$ cat config.mk
export PLATFORM = sky130hd
export DESIGN_NAME = fetch_unit
export DESIGN_NICKNAME = d
export VERILOG_FILES = /design/src/rtl/fetch_pkg.sv /design/src/rtl/fetch_fifo.sv /design/src/rtl/fetch_unit.sv
export SDC_FILE = /design/constraint.sdc
export NUM_CORES = 1
export LEC_CHECK = 0
export CAP_MARGIN = 20
export CORE_ASPECT_RATIO = 1.75
export CORE_MARGIN = 3
export CORE_UTILIZATION = 56
export DETAILED_ROUTE_END_ITERATION = 6
export PLACE_DENSITY_LB_ADDON = 0.1
export SLEW_MARGIN = 20
export SYNTH_ARGS = -nofsm -noshare
export SYNTH_HDL_FRONTEND = slang
export SYNTH_SLANG_ARGS = --single-unit
$ cat constraint.sdc
create_clock -name clk -period 4.4 [get_ports clk]
set_clock_uncertainty 0.2 [all_clocks]
set_input_delay 1.1 -clock clk [delete_from_list [all_inputs] [get_ports clk]]
set_output_delay 1.1 -clock clk [all_outputs]
set_load 0.01 [all_outputs]
$ cat src/rtl/fetch_pkg.sv
`default_nettype none
// ============================================================================
//  Module      : fetch_pkg
//  Description : Shared constants and packet type for the instruction-fetch
//                front end (fetch_unit and its output FIFO).
//  Contents    : PC_INC           - PC step per sequential fetch (bytes)
//                DEFAULT_RESET_PC - PC fetched first after reset
//                FIFO_DEPTH       - output FIFO entries
//                CNT_W / PTR_W    - FIFO occupancy / pointer widths
//                fetch_pkt_t      - {pc, instr} pair delivered to decode
//  Revision    : 1.0 - initial release
// ============================================================================
package fetch_pkg;

    localparam int          PKT_ADDR_W       = 32;
    localparam int          PKT_DATA_W       = 32;
    localparam int          PC_INC           = 4;
    localparam logic [31:0] DEFAULT_RESET_PC = 32'h0000_0000;
    localparam int          FIFO_DEPTH       = 2;
    localparam int          CNT_W            = $clog2(FIFO_DEPTH + 1);
    localparam int          PTR_W            = $clog2(FIFO_DEPTH);

    typedef struct packed {
        logic [PKT_ADDR_W-1:0] pc;
        logic [PKT_DATA_W-1:0] instr;
    } fetch_pkt_t;

endpackage : fetch_pkg
`default_nettype wire

$ cat src/rtl/fetch_fifo.sv
`default_nettype none
// ============================================================================
//  Module      : fetch_fifo
//  Description : Small synchronous FIFO of fetch_pkt_t between the memory
//                response capture and decode. Flush has priority over
//                push/pop; simultaneous push and pop keeps the count.
//  Ports       : clk, rst_n       - clock, async active-low reset
//                i_push/i_pkt     - write one packet
//                i_pop            - retire the head packet
//                i_flush          - discard all entries
//                o_head           - head packet (zero after reset)
//                o_count          - number of valid entries
//  Revision    : 1.0 - initial release
// ============================================================================
module fetch_fifo
    import fetch_pkg::*;
(
    input  logic             clk,
    input  logic             rst_n,
    input  logic             i_push,
    input  fetch_pkt_t       i_pkt,
    input  logic             i_pop,
    input  logic             i_flush,
    output fetch_pkt_t       o_head,
    output logic [CNT_W-1:0] o_count
);

    localparam logic [PTR_W-1:0] c_last_ptr = PTR_W'(FIFO_DEPTH - 1);

    fetch_pkt_t       r_mem [FIFO_DEPTH];
    logic [PTR_W-1:0] r_rd_ptr;
    logic [PTR_W-1:0] r_wr_ptr;
    logic [CNT_W-1:0] r_count;

    always_ff @(posedge clk or negedge rst_n) begin
        if (!rst_n) begin
            // Storage is cleared so the head reads as zero out of reset.
            for (int i = 0; i < FIFO_DEPTH; i++) begin
                r_mem[i] <= '0;
            end
            r_rd_ptr <= '0;
            r_wr_ptr <= '0;
            r_count  <= '0;
        end else if (i_flush) begin
            r_rd_ptr <= '0;
            r_wr_ptr <= '0;
            r_count  <= '0;
        end else begin
            if (i_push) begin
                r_mem[r_wr_ptr] <= i_pkt;
                r_wr_ptr        <= (r_wr_ptr == c_last_ptr) ? '0 : r_wr_ptr + 1'b1;
            end
            if (i_pop) begin
                r_rd_ptr <= (r_rd_ptr == c_last_ptr) ? '0 : r_rd_ptr + 1'b1;
            end
            case ({i_push, i_pop})
                2'b10:   r_count <= r_count + 1'b1;
                2'b01:   r_count <= r_count - 1'b1;
                default: r_count <= r_count;
            endcase
        end
    end

    assign o_head  = r_mem[r_rd_ptr];
    assign o_count = r_count;

endmodule : fetch_fifo
`default_nettype wire

$ cat src/rtl/fetch_unit.sv
`default_nettype none
// ============================================================================
//  Module      : fetch_unit
//  Description : Instruction-fetch front end. Owns the PC, addresses a
//                synchronous-read instruction memory, tags each returned
//                word with its PC and hands {pc, instr} to decode over a
//                valid/ready handshake. A redirect flushes all in-flight work.
//  Ports       : clk, rst_n        - clock, async active-low reset
//                mem_addr          - byte address to memory (= pc register)
//                mem_data          - read data, one cycle after mem_addr
//                redirect_valid/pc - change PC (bits [1:0] ignored)
//                out_valid/ready   - decode handshake
//                out_pc/out_instr  - delivered instruction and its PC
//  Revision    : 1.0 - initial release
// ============================================================================
module fetch_unit
    import fetch_pkg::*;
#(
    parameter int                ADDR_W   = 32,
    parameter int                DATA_W   = 32,
    parameter logic [ADDR_W-1:0] RESET_PC = DEFAULT_RESET_PC
) (
    input  logic              clk,
    input  logic              rst_n,
    output logic [ADDR_W-1:0] mem_addr,
    input  logic [DATA_W-1:0] mem_data,
    input  logic              redirect_valid,
    input  logic [ADDR_W-1:0] redirect_pc,
    output logic              out_valid,
    input  logic              out_ready,
    output logic [ADDR_W-1:0] out_pc,
    output logic [DATA_W-1:0] out_instr
);

    localparam logic [ADDR_W-1:0] c_align_mask = ~ADDR_W'(3);
    localparam logic [ADDR_W-1:0] c_reset_pc   = RESET_PC & c_align_mask;
    localparam logic [ADDR_W-1:0] c_pc_inc     = ADDR_W'(PC_INC);

    logic [ADDR_W-1:0] r_pc;
    logic              r_pending;
    logic [ADDR_W-1:0] r_pending_pc;

    logic [CNT_W-1:0]  w_count;
    logic [CNT_W:0]    w_occ;
    logic              w_pop;
    logic              w_issue;
    logic              w_push;
    fetch_pkt_t        w_push_pkt;
    fetch_pkt_t        w_head;

    assign w_pop = out_valid & out_ready;

    // Buffered plus in-flight words. A new request may only go out when its
    // response is guaranteed a FIFO slot on arrival; a pop this cycle frees one.
    assign w_occ   = {1'b0, w_count} + {{CNT_W{1'b0}}, r_pending};
    assign w_issue = !redirect_valid &&
                     ((w_occ <= (CNT_W+1)'(FIFO_DEPTH - 1)) ||
                      ((w_occ == (CNT_W+1)'(FIFO_DEPTH)) && w_pop));

    // A response landing in a redirect cycle belongs to the old path; the
    // FIFO flush discards it, so it is not pushed.
    assign w_push           = r_pending & !redirect_valid;
    assign w_push_pkt.pc    = r_pending_pc;
    assign w_push_pkt.instr = mem_data;

    always_ff @(posedge clk or negedge rst_n) begin
        if (!rst_n) begin
            r_pc         <= c_reset_pc;
            r_pending    <= 1'b0;
            r_pending_pc <= '0;
        end else if (redirect_valid) begin
            r_pc      <= redirect_pc & c_align_mask;
            r_pending <= 1'b0;
        end else if (w_issue) begin
            r_pc         <= r_pc + c_pc_inc;
            r_pending    <= 1'b1;
            r_pending_pc <= r_pc;
        end else begin
            r_pending <= 1'b0;
        end
    end

    fetch_fifo u_fifo (
        .clk     (clk),
        .rst_n   (rst_n),
        .i_push  (w_push),
        .i_pkt   (w_push_pkt),
        .i_pop   (w_pop),
        .i_flush (redirect_valid),
        .o_head  (w_head),
        .o_count (w_count)
    );

    assign mem_addr  = r_pc;
    assign out_valid = (w_count != '0);
    assign out_pc    = w_head.pc;
    assign out_instr = w_head.instr;

endmodule : fetch_unit
`default_nettype wire

==> results_dict.tcl, run 1 <==
set metrics [dict create \
    crit_type "reg2out" \
    grt_first_pass_wirelength_um 30500 \
    drive_gt1_frac 0.350 \
    r2r_start "r_pending" \
    setup_tns_ps 0 \
    die_w_um 98.7 \
    clock_tree.buffer_depth 2 \
    clock.fmax_mhz 271 \
    cp_slowest_stage_delay_ps 750 \
    first_iter_violations 168 \
    post-dp-hpwl_um 12500 \
    r2r_slack_ps 1660 \
    die_h_um 168 \
    clock_sinks 189 \
    min_to "u_fifo.r_mem[29]" \
    worstSkewPairLatency_ps 420 \
    regToRegEndpoint "mem_addr[20]" \
    slowest_stage "dfrtp_2" \
    hp-start "u_fifo.r_mem[29]" \
    grt_antenna_before_repair 0 \
    cp.required_ps 3100 \
    io_pins 165 \
    syn_area_mm2 0.00842 \
    period_minus_slack_ps 3700 \
    power.leakage_nw 4.45 \
    area_growth_pct 27.6 \
    num_antenna_cells 0 \
    final_hold_viol_count 0 \
    grt_pass1_vias 6039 \
    postCtsSetupBuffers 0 \
    ant_nets 0 \
    worst_setup_path_end_kind "output pin" \
    yosysWarnings 0 \
    grt_use_total 0.230 \
    portBuffers 158 \
    power_mw 5.72 \
    drcViolationCount 0 \
    start_util 0.578 \
    cts_tree "done" \
    cts_buffers 17 \
    post_synth.cell_area_avg_um2 13.5 \
    wl_per_cell_um 19.0 \
    rows 58 \
    cts_max_level 4 \
    cp_max_fo 33 \
    relSlewSlack 0.337 \
    fill_cells 982 \
    crit_path_start_kind "flop" \
    seq_area_frac_synth 0.561 \
    whs_path_depth 1 \
    hold_class "reg2reg" \
    setup_viol 0 \
    tightest_slew_ps 994 \
    coreArea_mm2 0.0146 \
    path_clk_slew_ps 70 \
    cp_data_arrival_time_ps 2400 \
    num-nets-final 847 \
    crit_chain "buf_12 > mux2_2 > clkdlybuf4s50_1" \
    wl_um 18400 \
    cap_viol_max_count 0 \
    synthCells 622 \
    cts_resized 0 \
    rr_worst_depth 8 \
    vias_per_cell 5.63 \
    die_area_mm2 0.0166 \
    grt_max_degree 100 \
    ys_types 37 \
    synth-seq-cells 189 \
    maxSlewViolCount 0 \
    gr-total-overflow 0 \
    vias 5445 \
    status "completed" \
    fin_crit_sh 0.840 \
    place_congestion 0.785 \
    drt_pass1_iterations 4 \
    cts_root_buffer "clkbuf_16" \
    grt_setup_unrepaired "false" \
    max-vdd-ir-drop_v 0.000314 \
    cts_hold_buf 0 \
    power_density_mw_per_mm2 532 \
]
==> registers in the layout, indices dropped and copies added (netlist names) <==
register / count
u_fifo.r_wr_ptr: 1
r_pending: 1
mem_addr: 30
u_fifo.r_rd_ptr: 1
u_fifo.r_mem: 124
u_fifo.o_count: 2
r_pending_pc: 30
==> report_power, final <==
part,internal (mW),switching (mW),leakage (nW)
Clock,0.751,0.678,0.256
Sequential,2.28,0.318,2.28
Combinational,1.09,0.603,1.91
==> final cells by class <==
type | count | area, um2 | share of cell area
inverters | 4 | 15.0 | 0.00140
repair buffers | 168 | 1670 | 0.155
multi-input cells | 395 | 3560 | 0.331
flip-flops and latches | 189 | 4730 | 0.440
well taps | 180 | 225 | 0.0209
clock buffers | 19 | 443 | 0.0412
clock inverters | 13 | 109 | 0.0101
==> worst max path at each step <==
| stage | startpoint | endpoint | cells after the start |
|---|---|---|---|
| final | u_fifo.r_rd_ptr | out_pc[25] | 3 |
| after global routing | u_fifo.r_rd_ptr | out_pc[25] | 3 |
| after CTS | u_fifo.r_rd_ptr | out_pc[25] | 3 |
| after detailed placement | redirect_valid | u_fifo.r_mem[23] | 4 |
| after global placement | redirect_valid | u_fifo.r_mem[18] | 4 |
| after floorplan | redirect_valid | u_fifo.r_mem[64] | 5 |
==> stage by stage <==
step | hold slack, ps | setup slack [ps] | area (um2) | instances | util
2_1_floorplan | 274 | 1660 | 8440 | 625 | -
3_3_place_gp | 281 | 992 | 10200 | 936 | 0.699
3_5_place_dp | 289 | 925 | 10200 | 936 | 0.699
4_1_cts | 304 | 658 | 10800 | 968 | 0.737
5_1_grt | 312 | 639 | 10800 | 968 | 0.737
6_report | 303 | 705 | 10800 | 968 | 0.737
==> logic make-up (layout without fill, tap and decap cells) <==
group,Yosys count,in the layout,share of synthesized area
buffers and inverters,41,204,0.0208
AO/OA/AOI/OAI,34,34,0.0220
flip-flops,189,189,0.561
AND/OR/NAND/NOR,103,103,0.0643
XOR/XNOR,30,30,0.0312
other,1,4,0.000445
multiplexers,220,220,0.294
adder cells (fa/ha/maj),4,4,0.00594
==> critical path, delay by kind of cell, from the launching register on <==
kind / cells / cell delay [ps]
buf+inv: 2 / 780
flops: 1 / 750
mux: 1 / 400
==> synthesized netlist by cell type, drive strengths merged <==
library cell,count,area share
mux2,219,0.29
dfrtp,189,0.56
nand2,41,0.018
o21ai,27,0.016
clkbuf,25,0.011
xnor2,24,0.025
buf,12,0.0079
nor2,10,0.0045
nor3,10,0.0059
nor4,8,0.0059
and3,7,0.0068
nand3,6,0.0036
nand4,6,0.0062
xor2,6,0.0062
ha,4,0.0059
a31oi,3,0.0022
inv,3,0.0013
nor2b,3,0.0022
nor3b,3,0.0027
and4,2,0.0021
or2,2,0.0015
or3,2,0.0015
a21oi,1,0.00059
and2,1,0.00074
clkinv,1,0.00045
conb,1,0.00045
mux2i,1,0.0012
nor4b,1,0.0010
o2111a,1,0.0013
o21a,1,0.00089
o21bai,1,0.00089
or4,1,0.0013
==> routing by layer <==
metal  GRT usage  up-vias  share of wire
li1            -     2495              -
met2       0.416      151           0.55
met1       0.272     2778           0.39
met5           0        -              0
met3      0.0448       21          0.037
met4      0.0773        0          0.020
==> layout by cell type (no fill, tap or decap), types with 6 or more instances in the layout <==
cell type,n
mux2_2,219
dfrtp_1,188
clkdlybuf4s50_1,156
nand2_1,41
o21ai_0,27
xnor2_1,24
clkbuf_16,17
nor3_1,10
nor2_1,9
buf_4,9
nor4_1,8
xor2_1,6
(Power assumes the default switching activity.)
==> run 2: changes to the inputs <==
--- a/config.mk
+++ b/config.mk
@@ -8,7 +8,7 @@
 export CAP_MARGIN = 20
 export CORE_ASPECT_RATIO = 1.75
 export CORE_MARGIN = 3
-export CORE_UTILIZATION = 56
+export CORE_UTILIZATION = 52
 export DETAILED_ROUTE_END_ITERATION = 6
 export PLACE_DENSITY_LB_ADDON = 0.1
 export SLEW_MARGIN = 20
==> constraint.sdc (replaced) <==
create_clock -name clk -period 3.8 [get_ports clk]
set_clock_uncertainty 0.2 [all_clocks]
set_input_delay 0.95 -clock clk [delete_from_list [all_inputs] [get_ports clk]]
set_output_delay 0.95 -clock clk [all_outputs]
set_load 0.01 [all_outputs]
==> results_dict.tcl, run 2 (same netlist as run 1, synthesis figures left out) <==
set metrics [dict create \
    rows 61 \
    regMostFlops "u_fifo.r_mem" \
    crit_type "reg2out" \
    grt_pass1_vias 5999 \
    final_hold_viol_count 0 \
    post-dp-hpwl_um 12900 \
    setup_tns_ps 0 \
    gr-total-overflow 0 \
    hold_class "in2async" \
    worstSkewPairLatency_ps 420 \
    postCtsSetupBuffers 0 \
    largest_register_ffs 124 \
    drive_gt1_frac 0.350 \
    wl_um 19000 \
    max-vdd-ir-drop_v 0.000451 \
    period_minus_slack_ps 3380 \
    die_w_um 102 \
    seqCellArea_mm2 0.00473 \
    num-nets-final 846 \
    grt_use_total 0.220 \
    clock_sinks 189 \
    portBuffers 158 \
    drt_pass1_iterations 4 \
    area_growth_pct 28.0 \
    final_common_cell "mux2_2" \
    crit_path_start_kind "flop" \
    coreArea_mm2 0.0159 \
    drcViolationCount 0 \
    clock_tree.buffer_depth 2 \
    multi_input_comb_area_mm2 0.00356 \
    num_antenna_cells 0 \
    die_area_mm2 0.0178 \
    path_clk_slew_ps 80 \
    grt_setup_unrepaired "false" \
    vias_per_cell 5.61 \
    grt_antenna_before_repair 0 \
    cap_viol_max_count 0 \
    start_util 0.531 \
    fin_crit_sh 0.891 \
    place_congestion 0.867 \
    first_iter_violations 204 \
    relSlewSlack 0.342 \
    postPlaceCellArea_mm2 0.0102 \
    cts_buffers 17 \
    cp_data_arrival_time_ps 2230 \
    clock.fmax_mhz 295 \
    io_pins 165 \
    power_density_mw_per_mm2 617 \
    fill_cells 1160 \
    cts_hold_buf 0 \
    maxSlewViolCount 0 \
    grt_first_pass_wirelength_um 30600 \
    crit_chain "buf_12 > mux2_2 > clkdlybuf4s50_1" \
    cp_max_fo 53 \
    tightest_slew_ps 986 \
    stdcell_area_mm2 0.0108 \
    wl_per_cell_um 19.5 \
    cp.required_ps 2650 \
    cts_root_buffer "clkbuf_16" \
    die_h_um 174 \
    final_cell_mix "mux2_2 (219), dfrtp_1 (188), clkdlybuf4s50_1 (156)" \
    cts_tree "done" \
    power.leakage_nw 4.46 \
    ant_nets 0 \
    slowest_stage "dfrtp_2" \
    setup_viol 0 \
    cts_max_level 4 \
    worst_setup_path_end_kind "output pin" \
    cp_slowest_stage_delay_ps 550 \
    grt_max_degree 67 \
    cts_resized 0 \
    status "completed" \
    vias 5468 \
]
run 2: cell count changes in the layout (fill, tap and decap cells not counted):
cell	delta
inv_6	+1
clkbuf_1	-1
clkbuf_8	-1
buf_12	+2
clkinvlp_4	-2
inv_8	+3
buf_4	-3
clkinv_4	-1
run 2: layout make-up:
cell class | count | area share
clock buffers | 17 | 0.0395
clock inverters | 14 | 0.0118
inverters | 4 | 0.00139
multi-input cells | 395 | 0.330
flip-flops and latches | 189 | 0.439
well taps | 189 | 0.0219
repair buffers | 167 | 0.156
run 2: worst paths after layout:
kind / startpoint / endpoint / slack, ps / cells after the start
setup reg to reg: r_pending / r_pending_pc[2] / 1190 / 8
hold reg to reg: u_fifo.r_mem[15] / u_fifo.r_mem[15] / 300 / 1
min in group clk: u_fifo.r_mem[15] / u_fifo.r_mem[15] / 300 / 1
setup / recovery: u_fifo.r_rd_ptr / out_pc[21] / 420 / 3
max in group asynchronous: rst_n / u_fifo.r_mem[89] / 2190 / 2
hold / removal: rst_n / u_fifo.r_mem[65] / 300 / 1
run 2: worst max-delay path: cells and delay by family, from the launching register on:
kind	cells	cell delay [ps]
muxes	1	370
buffers and inverters	2	860
DFF	1	550
run 2: metal layers:
metal | vias to the layer above | routed length, um | global-route usage
met3 | 30 | 808 | 0.0442
met4 | 0 | 546 | 0.0783
li1 | 2500 | - | -
met2 | 151 | 10100 | 0.389
met5 | - | 0 | 0
met1 | 2787 | 7530 | 0.261
run 2: metrics by stage:
stage	util	cells	total power, mW	worst slack (ps)	hold slack (ps)
floorplan	-	625	4.04	1210	274
global placement	0.644	944	4.92	678	281
detailed placement	0.644	944	5.03	652	287
CTS	0.679	975	6.72	367	306
global route	0.679	975	7.01	308	314
finish	0.679	975	6.65	415	302
run 2: power breakdown:
part / switching (mW) / internal [mW] / total, mW
registers: 0.382 / 2.64 / 3.02
logic: 0.691 / 1.26 / 1.95
clock network: 0.816 / 0.864 / 1.68
==> run 3: changes to the inputs <==
--- a/config.mk
+++ b/config.mk
@@ -7,7 +7,6 @@
 export LEC_CHECK = 0
 export CAP_MARGIN = 20
 export CORE_ASPECT_RATIO = 1.75
-export CORE_MARGIN = 3
 export CORE_UTILIZATION = 52
 export DETAILED_ROUTE_END_ITERATION = 6
 export PLACE_DENSITY_LB_ADDON = 0.1
==> results_dict.tcl, run 3 (same netlist as run 1, synthesis figures left out) <==
set metrics [dict create \
    drcViolationCount 8 \
    period_minus_slack_ps 3250 \
    regMostFlops "u_fifo.r_mem" \
    seqCellArea_mm2 0.00473 \
    cts_tree "done" \
    clock.fmax_mhz 308 \
    grt_setup_unrepaired "false" \
    power.leakage_nw 4.48 \
    critPathTopFamily "buffers and inverters" \
    final_hold_viol_count 0 \
    power_density_mw_per_mm2 618 \
    tightest_slew_ps 1020 \
    multi_input_comb_area_mm2 0.00356 \
    worstSkewPairLatency_ps 420 \
    dp_slack_ps 641 \
    grt_antenna_before_repair 0 \
    wl_per_cell_um 18.8 \
    die_w_um 98.2 \
    wl_um 18400 \
    final_cell_mix "mux2_2 (219), dfrtp_1 (188), clkdlybuf4s50_1 (156)" \
    die_h_um 170 \
    violations "DRC" \
    cp_slowest_stage_delay_ps 510 \
    cts_resized 0 \
    fill_cells 1186 \
    cts_buffers 17 \
    die_area_mm2 0.0167 \
    first_iter_violations 184 \
    place.detailed.instances 944 \
    num-nets-final 846 \
    vias_per_cell 5.59 \
    cp_data_arrival_time_ps 2100 \
    num_antenna_cells 0 \
    start_util 0.531 \
    portBuffers 158 \
    status "finished with violations" \
    post-dp-hpwl_um 12500 \
    whs_ps 303 \
    cts_max_level 4 \
    gr-total-overflow 0 \
    maxSlewViolCount 0 \
    max-vdd-ir-drop_v 0.000401 \
    relSlewSlack 0.321 \
    cp.required_ps 2650 \
    setup_tns_ps 0 \
    setup_viol 0 \
    grt_max_degree 74 \
    drt_pass1_iterations 7 \
    cp_max_fo 61 \
    grt_pass1_vias 5938 \
    crit_path_start_kind "flop" \
    coreArea_mm2 0.0159 \
    worst_setup_path_end_kind "output pin" \
    largest_register_ffs 124 \
    grt_first_pass_wirelength_um 30100 \
    final_common_cell "mux2_2" \
    path_buf_inv 2 \
    hold_class "reg2reg" \
    io_pins 165 \
    path_clk_slew_ps 80 \
    vias 5451 \
    crit_chain "buf_12 > mux2_2 > clkdlybuf4s50_1" \
    fin_cells 976 \
    cts_root_buffer "clkbuf_16" \
    cap_viol_max_count 0 \
    ant_nets 0 \
    area_growth_pct 28.7 \
    grt_use_total 0.232 \
    clock_sinks 189 \
    power_mw 6.70 \
    clock_tree.buffer_depth 2 \
    fin_crit_sh 0.856 \
    setup_slack_ps 549 \
    crit_type "reg2out" \
    cts_hold_buf 0 \
    drive_gt1_frac 0.351 \
    place_congestion 0.834 \
    rows 61 \
    postCtsSetupBuffers 0 \
    slowest_stage "clkdlybuf4s50_1" \
]
[run 3: cell count changes in the layout (fill, tap and decap cells not counted), sizes merged]
cell	change
clkinv	+3
inv	-2
[run 3: metal layers]
| metal | vias to the layer above | global-route usage | part of all wire |
|---|---|---|---|
| li1 | 2498 | - | - |
| met1 | 2785 | 0.274 | 0.39 |
| met2 | 146 | 0.415 | 0.54 |
| met3 | 22 | 0.0526 | 0.052 |
| met4 | 0 | 0.0759 | 0.020 |
| met5 | - | 0 | 0 |
[run 3: layout make-up]
cell class,count,area share
inverter,4,0.00139
clock buffer,17,0.0392
multi-input combinational,395,0.329
sequential,189,0.436
tap,189,0.0218
timing repair buffer,167,0.157
clock inverter,15,0.0159
[run 3: path summary, 6_finish.rpt]
check | start | endpoint | slack [ps] | cells past startpoint
setup / recovery | u_fifo.r_rd_ptr | out_pc[16] | 550 | 3
hold / removal | u_fifo.r_mem[57] | u_fifo.r_mem[57] | 300 | 1
setup reg to reg | r_pending | mem_addr[31] | 1220 | 7
hold reg to reg | u_fifo.r_mem[57] | u_fifo.r_mem[57] | 300 | 1
max in group asynchronous | rst_n | u_fifo.r_mem[115] | 2320 | 2
min in group asynchronous | rst_n | u_fifo.r_mem[64] | 330 | 1
[run 3: through the flow]
| step | cell area, um2 | utilization |
|---|---|---|
| global placement | 10200 | 0.645 |
| detailed placement | 10200 | 0.645 |
| floorplan | 8440 | - |
| finish | 10800 | 0.683 |
| CTS | 10800 | 0.683 |
| global route | 10800 | 0.683 |
[run 3: worst register-to-register path, delay by kind of cell (launching register included)]
| kind | cells | cell delay, ps |
|---|---|---|
| AOI/OAI and AO/OA | 2 | 280 |
| adders and majority gates | 2 | 450 |
| DFF | 1 | 490 |
| and+or+nand+nor | 3 | 1090 |
[run 3: power by group]
part | internal [mW] | switching (mW) | leakage, nW
Sequential | 2.64 | 0.369 | 2.28
Combinational | 1.26 | 0.694 | 1.92
Clock | 0.888 | 0.852 | 0.282
Total | 4.79 | 1.92 | 4.48
